==> src/rtl/fetch_unit.sv <==
// fetch_unit: instruction fetch stage between the core and a synchronous instruction ROM.
// Owns the fetch PC, absorbs the ROM's one-cycle read latency and buffers each word with
// its byte PC in a DEPTH-entry FIFO that feeds decode over a valid/ready handshake.
// A taken branch flushes the FIFO and any in-flight read.
// Parameters: ROM_AW (ROM word-address width), DEPTH (FIFO entries, >= 2),
//             RESET_PC (word-aligned first fetch address).
// Ports: clk, reset (sync, active-high), enable (allow new reads),
//        branch_taken/branch_target (redirect), rom_addr/rom_q (ROM side),
//        ins/PC/ins_valid/ins_ready (decode side).
// Optional macro FETCH_BYPASS_EN: with an empty FIFO the arriving ROM word is
// presented to decode in the same cycle it returns.
module fetch_unit #(
  parameter int          ROM_AW   = 8,
  parameter int          DEPTH    = 2,
  parameter logic [31:0] RESET_PC = 32'h0000_0000
) (
  input  logic              clk,
  input  logic              reset,
  input  logic              enable,
  input  logic              branch_taken,
  input  logic [31:0]       branch_target,
  output logic [ROM_AW-1:0] rom_addr,
  input  logic [31:0]       rom_q,
  output logic [31:0]       ins,
  output logic [31:0]       PC,
  output logic              ins_valid,
  input  logic              ins_ready
);
  localparam int          PW = $clog2(DEPTH);
  localparam int          CW = $clog2(DEPTH + 1);
  localparam logic [31:0] DU = 32'(DEPTH);
  logic [31:0]   fetch_pc, inflight_pc;
  logic          inflight;
  logic [63:0]   mem [DEPTH];
  logic [PW-1:0] head, tail, head_nx, tail_nx;
  logic [CW-1:0] count;
  logic          nempty, byp, pop, fifo_pop, wr, issue;
  assign rom_addr = fetch_pc[ROM_AW+1:2];
  assign nempty   = count != '0;
`ifdef FETCH_BYPASS_EN
  // a word returning during a branch is discarded, so it must not be shown either
  assign byp = ~nempty & inflight & ~branch_taken;
`else
  assign byp = 1'b0;
`endif
  assign ins_valid = nempty | byp;
  assign ins       = nempty ? mem[head][63:32] : byp ? rom_q : '0;
  assign PC        = nempty ? mem[head][31:0] : byp ? inflight_pc : '0;
  assign pop       = ins_valid & ins_ready;
  assign fifo_pop  = pop & nempty & ~branch_taken;
  // credit check: buffered + in-flight words after this cycle's pop must leave a free slot
  assign issue     = enable & ~branch_taken & (32'(count) + 32'(inflight) < DU + 32'(pop));
  assign wr        = inflight & ~branch_taken & ~(byp & ins_ready);
  assign head_nx   = (head == PW'(DEPTH - 1)) ? '0 : head + PW'(1);
  assign tail_nx   = (tail == PW'(DEPTH - 1)) ? '0 : tail + PW'(1);
  always_ff @(posedge clk) begin
    if (reset) begin
      fetch_pc    <= RESET_PC;
      inflight    <= 1'b0;
      inflight_pc <= '0;
      head        <= '0;
      tail        <= '0;
      count       <= '0;
    end else if (branch_taken) begin
      fetch_pc <= branch_target & ~32'd3;
      inflight <= 1'b0;
      head     <= '0;
      tail     <= '0;
      count    <= '0;
    end else begin
      inflight <= issue;
      if (issue) begin
        inflight_pc <= fetch_pc;
        fetch_pc    <= fetch_pc + 32'd4;
      end
      if (wr) tail <= tail_nx;
      if (fifo_pop) head <= head_nx;
      count <= count + CW'(wr) - CW'(fifo_pop);
    end
  end
  always_ff @(posedge clk) begin
    if (wr & ~reset) mem[tail] <= {rom_q, inflight_pc};
  end
endmodule

==> config.mk <==
export PLATFORM = sky130hd
export DESIGN_NAME = fetch_unit
export DESIGN_NICKNAME = d
export VERILOG_FILES = /design/src/rtl/fetch_unit.sv
export SDC_FILE = /design/constraint.sdc
export NUM_CORES = 1
export LEC_CHECK = 0
export ABC_AREA = 1
export BUFFER_PORTS_ARGS = -buffer_cell sky130_fd_sc_hd__buf_2
export CORE_MARGIN = 2
export CORE_UTILIZATION = 35
export DETAILED_ROUTE_END_ITERATION = 8
export HOLD_SLACK_MARGIN = 0.05
export PLACE_DENSITY = 0.56
export SLEW_MARGIN = 20
export SYNTH_ARGS = -nofsm -noshare
export SYNTH_HDL_FRONTEND = slang
export SYNTH_SLANG_ARGS = --single-unit
export TNS_END_PERCENT = 50
==> constraint.sdc <==
create_clock -name clk -period 9.2 [get_ports clk]
set_clock_uncertainty 0.05 [all_clocks]
set_input_delay 0.92 -clock clk [delete_from_list [all_inputs] [get_ports clk]]
set_output_delay 0.92 -clock clk [all_outputs]
set_load 0.02 [all_outputs]
[After elaboration in Yosys (flattened, before gate mapping)]
Memory sizes are Yosys's and may differ from the RTL's. A register that Yosys moved wholly into a read port is not among the register bits.
Index checks and enable logic that the tools add are counted.
Word-level totals
  register bits after elaboration: 69
  latch bits: 0
  RAM bits: 128
  ROM bits: 0
  bits of input ports: 69
  output and inout bits: 73
  word-level logic and storage cells: 39
  memories: 1
Memories
  mem: words 2, bits a word 64, rd ports 1, clocked after Yosys merged registers in 1, wr ports 1, RTL line 34  | logic [63:0] mem [DEPTH];
Operators by class
  add/sub/neg operators: 7
  multipliers: 0
  divide/modulo/power cells: 0
  magnitude comparators: 1
  equal/unequal tests: 0
  shift-type cells: 0
  multiplexer cells: 10
  bitwise logic cells: 9
  reductions and logical operators: 4
Operator list (number)
  two-way mux 32 bit: 4
  adder 32 x 3 -> 32 bit, second input constant: 1
  AND 1 bit: 7
  two-way mux 1 bit: 6
  nonzero test 2 bit: 2
  adder 2 x 1 -> 3 bit: 1
  adder 2 x 1 -> 3 bit, first input constant: 1
  < comparator 3 bit: 1
  adder 1 bit, second input constant: 2
  adder 2 x 1 -> 2 bit: 1
  inverter 1 bit: 2
  AND reduction 2 bit: 1
  OR reduction 2 bit: 1
  subtractor 2 x 1 -> 2 bit: 1

[Depth between registers and ports, before layout]
Gate-level depths: netlist (run 1).
  depth after elaboration: 7
  depth in mapped cells: 11
  mapped depth without buffers: 10

[Least setup slack after synthesis (run 1)]
No wires, ideal clock.
  path kind: in2reg
  from: in branch_taken
  to: mem mem[1][10], enable pin
  library setup time: 559 ps
  arrival: 5629 ps
  data required time: 8591 ps
  slack: 2963 ps
  stages: 5
  buffers on the path: 2
  path through: buf_4 inv_6 buf_2 nand2_1 nor3_1
On the way
  longest elaborated chain between the ends: 5
RTL lines
  start, declared: RTL line 20  | input logic branch_taken,
  inverter 1 bit (no line)
  AND 1 bit: RTL line 53  | assign wr = inflight & ~branch_taken & ~(byp & ins_ready);
  AND 1 bit: RTL line 82  | if (wr & ~reset) mem[tail] <= {rom_q, inflight_pc};
  two-way mux 1 bit: RTL line 82
  two-way mux 1 bit (not written as such): RTL line 82
  end, declared: RTL line 34
No other way between the ends.

==> results of run 1 <==
[cells in the final DEF, fill, tap and decap left out, types with 2 or more instances in the layout]
master and n:
sky130_fd_sc_hd__conb_1 2, sky130_fd_sc_hd__nand2_2 10, sky130_fd_sc_hd__inv_6 7, sky130_fd_sc_hd__clkinvlp_4 3, sky130_fd_sc_hd__clkinv_1 2, sky130_fd_sc_hd__inv_2 7
sky130_fd_sc_hd__xnor2_1 4, sky130_fd_sc_hd__a21oi_1 101, sky130_fd_sc_hd__nor2_1 48, sky130_fd_sc_hd__ha_1 5, sky130_fd_sc_hd__o21ai_0 18, sky130_fd_sc_hd__nand3_1 42
sky130_fd_sc_hd__edfxtp_1 124, sky130_fd_sc_hd__a21oi_2 2, sky130_fd_sc_hd__nand4_1 12, sky130_fd_sc_hd__nand3_2 6, sky130_fd_sc_hd__nor2_2 5, sky130_fd_sc_hd__nand2_4 3
sky130_fd_sc_hd__inv_1 54, sky130_fd_sc_hd__o21ai_1 34, sky130_fd_sc_hd__nor2_4 11, sky130_fd_sc_hd__dfxtp_1 65, sky130_fd_sc_hd__buf_2 137, sky130_fd_sc_hd__clkbuf_16 18
sky130_fd_sc_hd__buf_4 6, sky130_fd_sc_hd__nand2_1 257, sky130_fd_sc_hd__xor2_1 4, sky130_fd_sc_hd__clkinv_2 2
[how the worst max path moves through the flow]
stage                     slack (ns)  cells past startpoint         end         start
final                           6.03                      5      PC[24]     flip-flop
after global routing            5.83                      5      PC[11]     flip-flop
after CTS                       5.94                      5      PC[24]     flip-flop
after detailed placement        6.21                      5  mem[1][58]  branch_taken
after global placement          6.24                      5  mem[1][58]  branch_taken
after floorplan                 2.96                      5  mem[1][10]  branch_taken
[where the power goes]
part	internal, mW	leakage, nW	switching, mW
clock	0.401	0.283	0.322
combinational	0.0350	2.01	0.0670
sequential	0.928	1.68	0.0191
total	1.36	3.98	0.408
[final cells by class]
cell class | count | area (sq um)
multi-input cells | 571 | 2739
clock buffers | 19 | 464.2
flip-flops and latches | 190 | 5046
fillers | 2340 | 13640
clock inverters | 13 | 123.9
repair buffers | 143 | 730.7
well taps | 319 | 399.1
inverters | 65 | 256.5
[cell usage after synthesis, drive strengths merged (2+ instances only)]
| master | n |
|---|---|
| clkbuf | 25 |
| ha | 5 |
| buf | 25 |
| edfxtp | 124 |
| inv | 63 |
| nor3 | 2 |
| clkinv | 2 |
| nand4 | 12 |
| o21ai | 53 |
| a21oi | 103 |
| dfxtp | 66 |
| xnor2 | 4 |
| nand2 | 270 |
| xor2 | 5 |
| nand3 | 48 |
| nor2 | 65 |
[cells by family after synthesis]
logic type	after synthesis	share of synthesized area, %
other	1	0.04514
XOR/XNOR	9	1.039
flip-flops	190	60.72
AND/OR/NAND/NOR	398	21.31
AO/OA/AOI/OAI	157	9.624
adder cells (fa/ha/maj)	5	0.7530
buffers and inverters	115	6.506
[metal layers]
layer,routed length [um],vias to the layer above,GRT usage (%)
li1,-,3133,-
met1,9573,2775,22.18
met2,8813,152,25.40
met3,1046,12,3.394
met4,147,0,3.861
met5,0,-,0
[stage by stage]
stage | area (sq um) | power, mW
finish | 9759 | 1.773
global route | 9759 | 1.849
CTS | 9759 | 1.795
detailed placement | 9171 | 1.069
global placement | 9171 | 1.066
floorplan | 8312 | 1.032
[registers in the layout, indices dropped and copies added (netlist names), named ones only]
register / count
count: 2
fetch_pc: 30
head: 1
inflight: 1
inflight_pc: 30
mem: 124
tail: 1
==> results.md, run 1 <==
Min path:
- Along the worst hold path, the cell count comes to 0.
- The tightest min-delay check is of the flip-flop to flip-flop type.
- The startpoint identified for the worst hold timing path is inflight_pc[8].
- The path with the worst hold slack has its endpoint at mem[0][8].

Setup path:
- The arrival time reported for the critical path endpoint is 2.20 ns.
- The critical path's largest stage delay is 0.48 ns.
- The kind of cell adding the most delay to the critical path is buffers and inverters.
- For the worst flop-to-flop path, the logic depth is 8.
- At the worst endpoint, the required time is 8.23 ns.
- The type of destination of the critical path is a primary output.
- In this run the worst path has a maximum fanout of 34.
- The endpoint identified for the worst register-to-register timing path is fetch_pc[5].
- In this run the critical register-to-register path is launched from inflight.
- The count of buffering cells on the critical path with inverters included is 3.
- The worst setup path is launched from a flip-flop.
- The critical path goes through inv_2 -> buf_4 -> nand2_1 -> a21oi_1 -> buf_2.
- The category of the critical setup timing path is flip-flop to primary output.
- The library cell contributing the largest single delay on the critical path is sky130_fd_sc_hd__buf_4.
- The slack of the worst reg-to-reg path is 7.22 ns.

Layout:
- The finished layout holds 1320 standard cells, fillers aside.
- The repair_antennas step left the layout with diodes totalling 0.
- The area growth from synthesis to final layout is 17.47%.
- In the final layout, the share of cells above drive strength 1 is 22.68%.
- The utilization after layout is 41.70%.
- The net count reported at finish is 1062.

Global route:
- The total overflow left after global routing is 0.
- The initial antenna violation count is 0.
- Entering global routing, the biggest net connects 65 pins.
- The first-pass GRT wire length is 30410 um.
- The global router's overall resource usage is 15.92%.
- The via count of the first global-routing pass is 5635.

Clock tree:
- The post-cts resize count is 0.
- The number of sinks on the clock net is 190.
- TritonCTS built the clock tree.
- The number of setup buffers added after CTS is 0.
- The H-tree generated during clock tree synthesis spans 4 levels.
- In this run, post-CTS hold repair placed 0 buffers.
- The post-CTS clock slew at the launch and capture registers of the worst setup and hold paths is 0.07 ns.
- The number of buffers added by the clock tree synthesis step is 17.
- Clock tree synthesis selected as its root buffer the cell sky130_fd_sc_hd__clkbuf_16.
- Clock latency on the worst-skew pair, taken at its later pin, is 0.43 ns.
- In this run the deepest clock path goes through 2 buffers.

Flow run:
- Max-cap violations in this run came to 0.

Power and ir drop:
- The static leakage power is 3.979 nW.
- The worst IR drop on VDD is 0.0001054 V.
- The power density over the cells is 181.7 mW/mm^2.

Floorplanning:
- The boundary pin count is 142.
- Measured along the y axis, the die boundary spans 158.1 um.
- The core footprint is 0.02340 sq mm.
- The initial cell density of the core is 35.50%.
- The floorplan step set the die width to 158.1 um.
- The count of standard-cell rows is 56.
- The floorplan step defined a die boundary enclosing 0.02499 sq mm.

Logic synthesis:
- Counting every instance in the synthesized netlist gives 875.
- The number of synthesized flops with an enable pin is 124.
- The netlist area before placement is 0.008308 sq mm.
- The total number of yosys warnings is 0.
- Synthesis instantiated 35 different standard cells from the library.
- By area the synthesized netlist is led by sky130_fd_sc_hd__edfxtp_1 (45%), sky130_fd_sc_hd__dfxtp_1 (16%), sky130_fd_sc_hd__nand2_1 (12%).
- The flip-flop and latch count after synthesis is 190.
- Of all flip-flops after synthesis, the portion carrying an async set or reset was 0%.
- The proportion of synthesized chip area in sequential cells is 60.72%.
- A synthesized cell averages 9.495 sq um.
- Summed over its instances, the top area cell type makes up 44.82% of the synthesized netlist area.
- For this run, the leading register cell type out of synthesis is sky130_fd_sc_hd__edfxtp_1.
- The biggest area contributor in the post-synthesis netlist is sky130_fd_sc_hd__edfxtp_1.

Placed design:
- At the end of routability-driven placement, the weighted congestion stood at 0.8552.
- The number of instances in the placed design is 1288.
- Detailed placement finished with a half-perimeter wire length of 12460 um.
- The number of buffers added on ports is 137.
- The setup slack after placement is 6.207 ns.

STA:
- The total negative setup slack is 0 ns.
- Of the available clock period, the critical path in the final layout requires 34.44%.
- Setup violations remaining at the end of the flow were counted as 0.
- The relative slew slack is 41.64%.
- Setup repair after global routing left no endpoint under its margin.
- The setup slack after layout is 6.031 ns.
- The worst path needs 3.169 ns of the cycle, external delays included.
- The final hold slack is 0.4016 ns.
- The transition time of the tightest slew-check pin is 0.8754 ns.
- For this run, the top clock speed supported by timing is 315.6 MHz.
- The number of pins with negative max-slew slack in the final report is 0.
- The number of endpoints with negative hold slack in the final report is 0.

Drt:
- The per-cell via count in the routed design is 4.600.
- In this run, the number of DRC markers left after iteration 0 of detailed routing was 400.
- In the routed design, unresolved DRC markers number 0.
- Wires add up to 19580 um.
- For this run, the detailed router's first-pass iteration total came to 5.
- The number of vias after detailed routing is 6072.
- The remaining antenna violation count is 0.
- In the final routed layout, each cell accounts on average for 14.83 um.

Run status:
- The run finished with clean final reports.
Power figures use the tool's default switching activity.
==> inputs of run 2 (changes only) <==
- PLACE_DENSITY: 0.56 -> 0.58
- clock period: 9.2 -> 2.7 ns (I/O delays scaled with it)
==> results.md, run 2 (synthesis results as in run 1) <==
Run status:
- Result of the run: finished clean (unchanged).

STA:
- The minimum period implied by the final worst setup slack is 2.214 ns.
- The share of the clock period used by the worst path is 81.99%.
- The total negative setup slack was 0 ns (unchanged).
- The setup-violating endpoint count in the final report is 0 (unchanged).
- The transition time of the tightest slew-check pin came to 0.5238 ns (was 0.8754 ns).
- Timing would allow up to 451.7 MHz.
- The relative slew slack is 65.08% (was 41.64%).
- RSZ-0062 raised after global routing: no (unchanged).
- The final hold slack is 0.07742 ns (was 0.4016 ns).
- The number of endpoints with negative hold slack in the final report is 0 (unchanged).
- The number of pins with negative max-slew slack in the final report is 0 (unchanged).

Clock tree:
- The number of setup buffers added after CTS was 0 (unchanged).
- The number of buffers between clock root and the deepest sink is 2 (unchanged).
- The cell at the root of the clock tree is sky130_fd_sc_hd__clkbuf_16 (unchanged).
- The latest clock arrival within the worst-skew pair is 0.43 ns (about the same).
- The post-cts resize count is 0 (unchanged).
- The number of buffers added by the clock tree synthesis step is 17 (unchanged).
- The number of sinks on the clock net was 190 (unchanged).
- The post-CTS clock slew at the launch and capture registers of the worst setup and hold paths came to 0.08 ns (was 0.07 ns).
- The H-tree depth is 4 (unchanged).
- The clock tree from TritonCTS is done (unchanged).

Layout:
- Commonest cells after routing, fill and taps aside: sky130_fd_sc_hd__nand2_1 (256), sky130_fd_sc_hd__buf_2 (137), sky130_fd_sc_hd__edfxtp_1 (124) (was sky130_fd_sc_hd__nand2_1 (257), sky130_fd_sc_hd__buf_2 (137), sky130_fd_sc_hd__edfxtp_1 (124)).
- The commonest non-fill, non-tap cell in the layout is sky130_fd_sc_hd__nand2_1 (unchanged).
- The area growth from synthesis to final layout is 22.36% (was 17.47%).
- The net count reported at finish is 1098 (was 1062).
- Registers with the most flip-flops: mem: 124 flops, fetch_pc: 30 flops, inflight_pc: 30 flops (unchanged).
- The share of cells above drive strength 1 is 22.08% (was 22.68%).
- The number of flip-flops under the largest register name is 124 (unchanged).
- The largest register by flop count is mem (unchanged).
- The antenna diode count was 0 (unchanged).
- The utilization after layout is 43.44% (was 41.70%).

Floorplanning:
- The core footprint is 0.02340 sq mm (unchanged).
- The boundary pin count is 142 (unchanged).
- The chip height came to 158.1 um (unchanged).
- The count of standard-cell rows is 56 (unchanged).
- The x dimension of the die came to 158.1 um (unchanged).
- The area enclosed by the die boundary is 0.02499 sq mm (unchanged).
- The initial cell density of the core came to 35.50% (unchanged).

Setup path:
- The startpoint type of the worst setup path is a flip-flop (unchanged).
- The start of the worst register-to-register path is inflight (unchanged).
- The arrival time reported for the critical path endpoint is 1.89 ns (was 2.20 ns).
- The most critical setup path has its startpoint at count[0].
- The endpoint of the worst-slack reg-to-reg timing path is fetch_pc[13] (was fetch_pc[5]).
- The end point of the critical path is ins[12] (was PC[24]).
- The slack of the worst reg-to-reg path is 0.68 ns (was 7.22 ns).
- The category of the critical setup timing path is flip-flop to primary output (unchanged).
- Cell chain of the critical path: inv_2 -> nand2_2 -> inv_2 -> buf_4 -> a21oi_1 -> buf_2 (was inv_2 -> buf_4 -> nand2_1 -> a21oi_1 -> buf_2).
- The library cell contributing the largest single delay on the critical path is sky130_fd_sc_hd__inv_2 (was sky130_fd_sc_hd__buf_4).
- The top fanout value on the critical path is 21 (was 34).
- The required arrival time at the worst endpoint is 2.38 ns (was 8.23 ns).
- The number of cells traversed by the worst register-to-register path is 9 (was 8).
- The cell type with the highest occurrence count on the critical path is sky130_fd_sc_hd__inv_2.
- The type of destination of the critical path was a primary output (unchanged).
- The critical path's largest stage delay is 0.37 ns (was 0.48 ns).

Global route:
- The global routing usage on met2 is 26.67% (was 25.40%).
- The layer with the highest usage after global routing is met2 (unchanged).
- The remaining global-route overflow is 0 (unchanged).
- The global routing usage on met3 is 4.134% (was 3.394%).
- The first-pass GRT wire length is 30770 um (was 30410 um).
- The met1 capacity usage during global routing is 20.89% (was 22.18%).
- The pin count of the biggest net entering global routing came to 65 (unchanged).
- The initial antenna violation count came to 0 (unchanged).
- The global router's overall resource usage came to 16.12% (was 15.92%).
- The via count of the first global-routing pass came to 5990 (was 5635).

Drt:
- The iteration count of the initial detailed-routing pass is 5 (unchanged).
- The per-cell via count in the routed design was 4.659 (was 4.600).
- The remaining antenna violation count was 0 (unchanged).
- The routed length per instance came to 14.57 um (was 14.83 um).
- The number of vias after detailed routing is 6317 (was 6072).
- The number of DRC violations after detailed-routing iteration 0 is 379 (was 400).
- The total detailed-routing wirelength is 19750 um (was 19580 um).
- The post-route DRC violation count is 0 (unchanged).

Flow run:
- The number of violations of the max-capacitance limit came to 0 (unchanged).

Power and ir drop:
- The static leakage power was 4.157 nW (was 3.979 nW).
- The worst IR drop on VDD is 0.0003151 V (was 0.0001054 V).
- The power after layout came to 6.027 mW (was 1.773 mW).
- The power density over the cells is 592.8 mW/mm^2 (was 181.7 mW/mm^2).

Placed design:
- The estimated wirelength of the detail-placed design is 12280 um (was 12460 um).
- The final estimated routing congestion in global placement is 0.8724 (was 0.8552).
- The number of buffers added on ports is 137 (unchanged).

Min path:
- The class of the tightest hold or removal check is input pin to flip-flop (was flip-flop to flip-flop).
## run 2: cell count changes in the layout (fill, tap and decap cells not counted), sizes merged
| cell | before | now |
|---|---|---|
| clkinv | 5 | 6 |
| dlygate4sd3 | 0 | 33 |
| buf | 143 | 146 |
| clkbuf | 19 | 20 |
| inv | 69 | 67 |
## run 2: worst min-delay path by stage
| stage | cells after the start | startpoint | end | slack [ns] |
|---|---|---|---|---|
| final | 3 | branch_target[4] | fetch_pc[4] | 0.08 |
| after global routing | 3 | branch_target[2] | fetch_pc[2] | 0.07 |
| after CTS | 3 | branch_target[5] | fetch_pc[5] | 0.05 |
| after detailed placement | 0 | inflight_pc[14] | mem[0][14] | 0.39 |
| after global placement | 0 | inflight_pc[4] | mem[0][4] | 0.38 |
| after floorplan | 0 | rom_q[0] | mem[0][32] | 0.32 |
## run 2: critical path, delay by kind of cell, from the launching register on
family | cells | cell delay, ns
buffers and inverters | 4 | 0.94
AO/OA/AOI/OAI | 1 | 0.08
flip-flops | 1 | 0.34
AND/OR/NAND/NOR | 1 | 0.07
## run 2: repair_timing
item,4_1_cts,5_1_grt
setup endpoints to repair,0,0
hold endpoints to repair,64,1
hold buffers,32,1
## run 2: layer usage
layer	vias to the layer above	part of all wire, %
met1	2916	47
li1	3211	-
met3	18	5.4
met5	-	0
met2	172	47
met4	0	1.3
## run 2: area by class of cell
cell class / count / area (sq um)
fillers: 2321 / 13240
flip-flops and latches: 190 / 5046
multi-input cells: 571 / 2753
repair buffers: 179 / 1146
clock buffers: 20 / 457.9
well taps: 319 / 399.1
inverters: 65 / 256.5
clock inverters: 12 / 107.6
## run 2: report_power, final
group | switching [mW] | leakage [nW] | internal (mW)
Clock | 1.08 | 0.273 | 1.33
Sequential | 0.0641 | 1.68 | 3.16
Combinational | 0.235 | 2.20 | 0.155
## run 2: per-stage QoR
| step | std cells | area (sq um) | setup slack, ns |
|---|---|---|---|
| 6_report | 1356 | 10170 | 0.4861 |
| 5_1_grt | 1356 | 10170 | 0.3550 |
| 4_1_cts | 1355 | 10160 | 0.4286 |
| 3_5_place_dp | 1291 | 9270 | 0.7093 |
| 3_3_place_gp | 1291 | 9270 | 0.7214 |
| 2_1_floorplan | 876 | 8344 | 0.01317 |
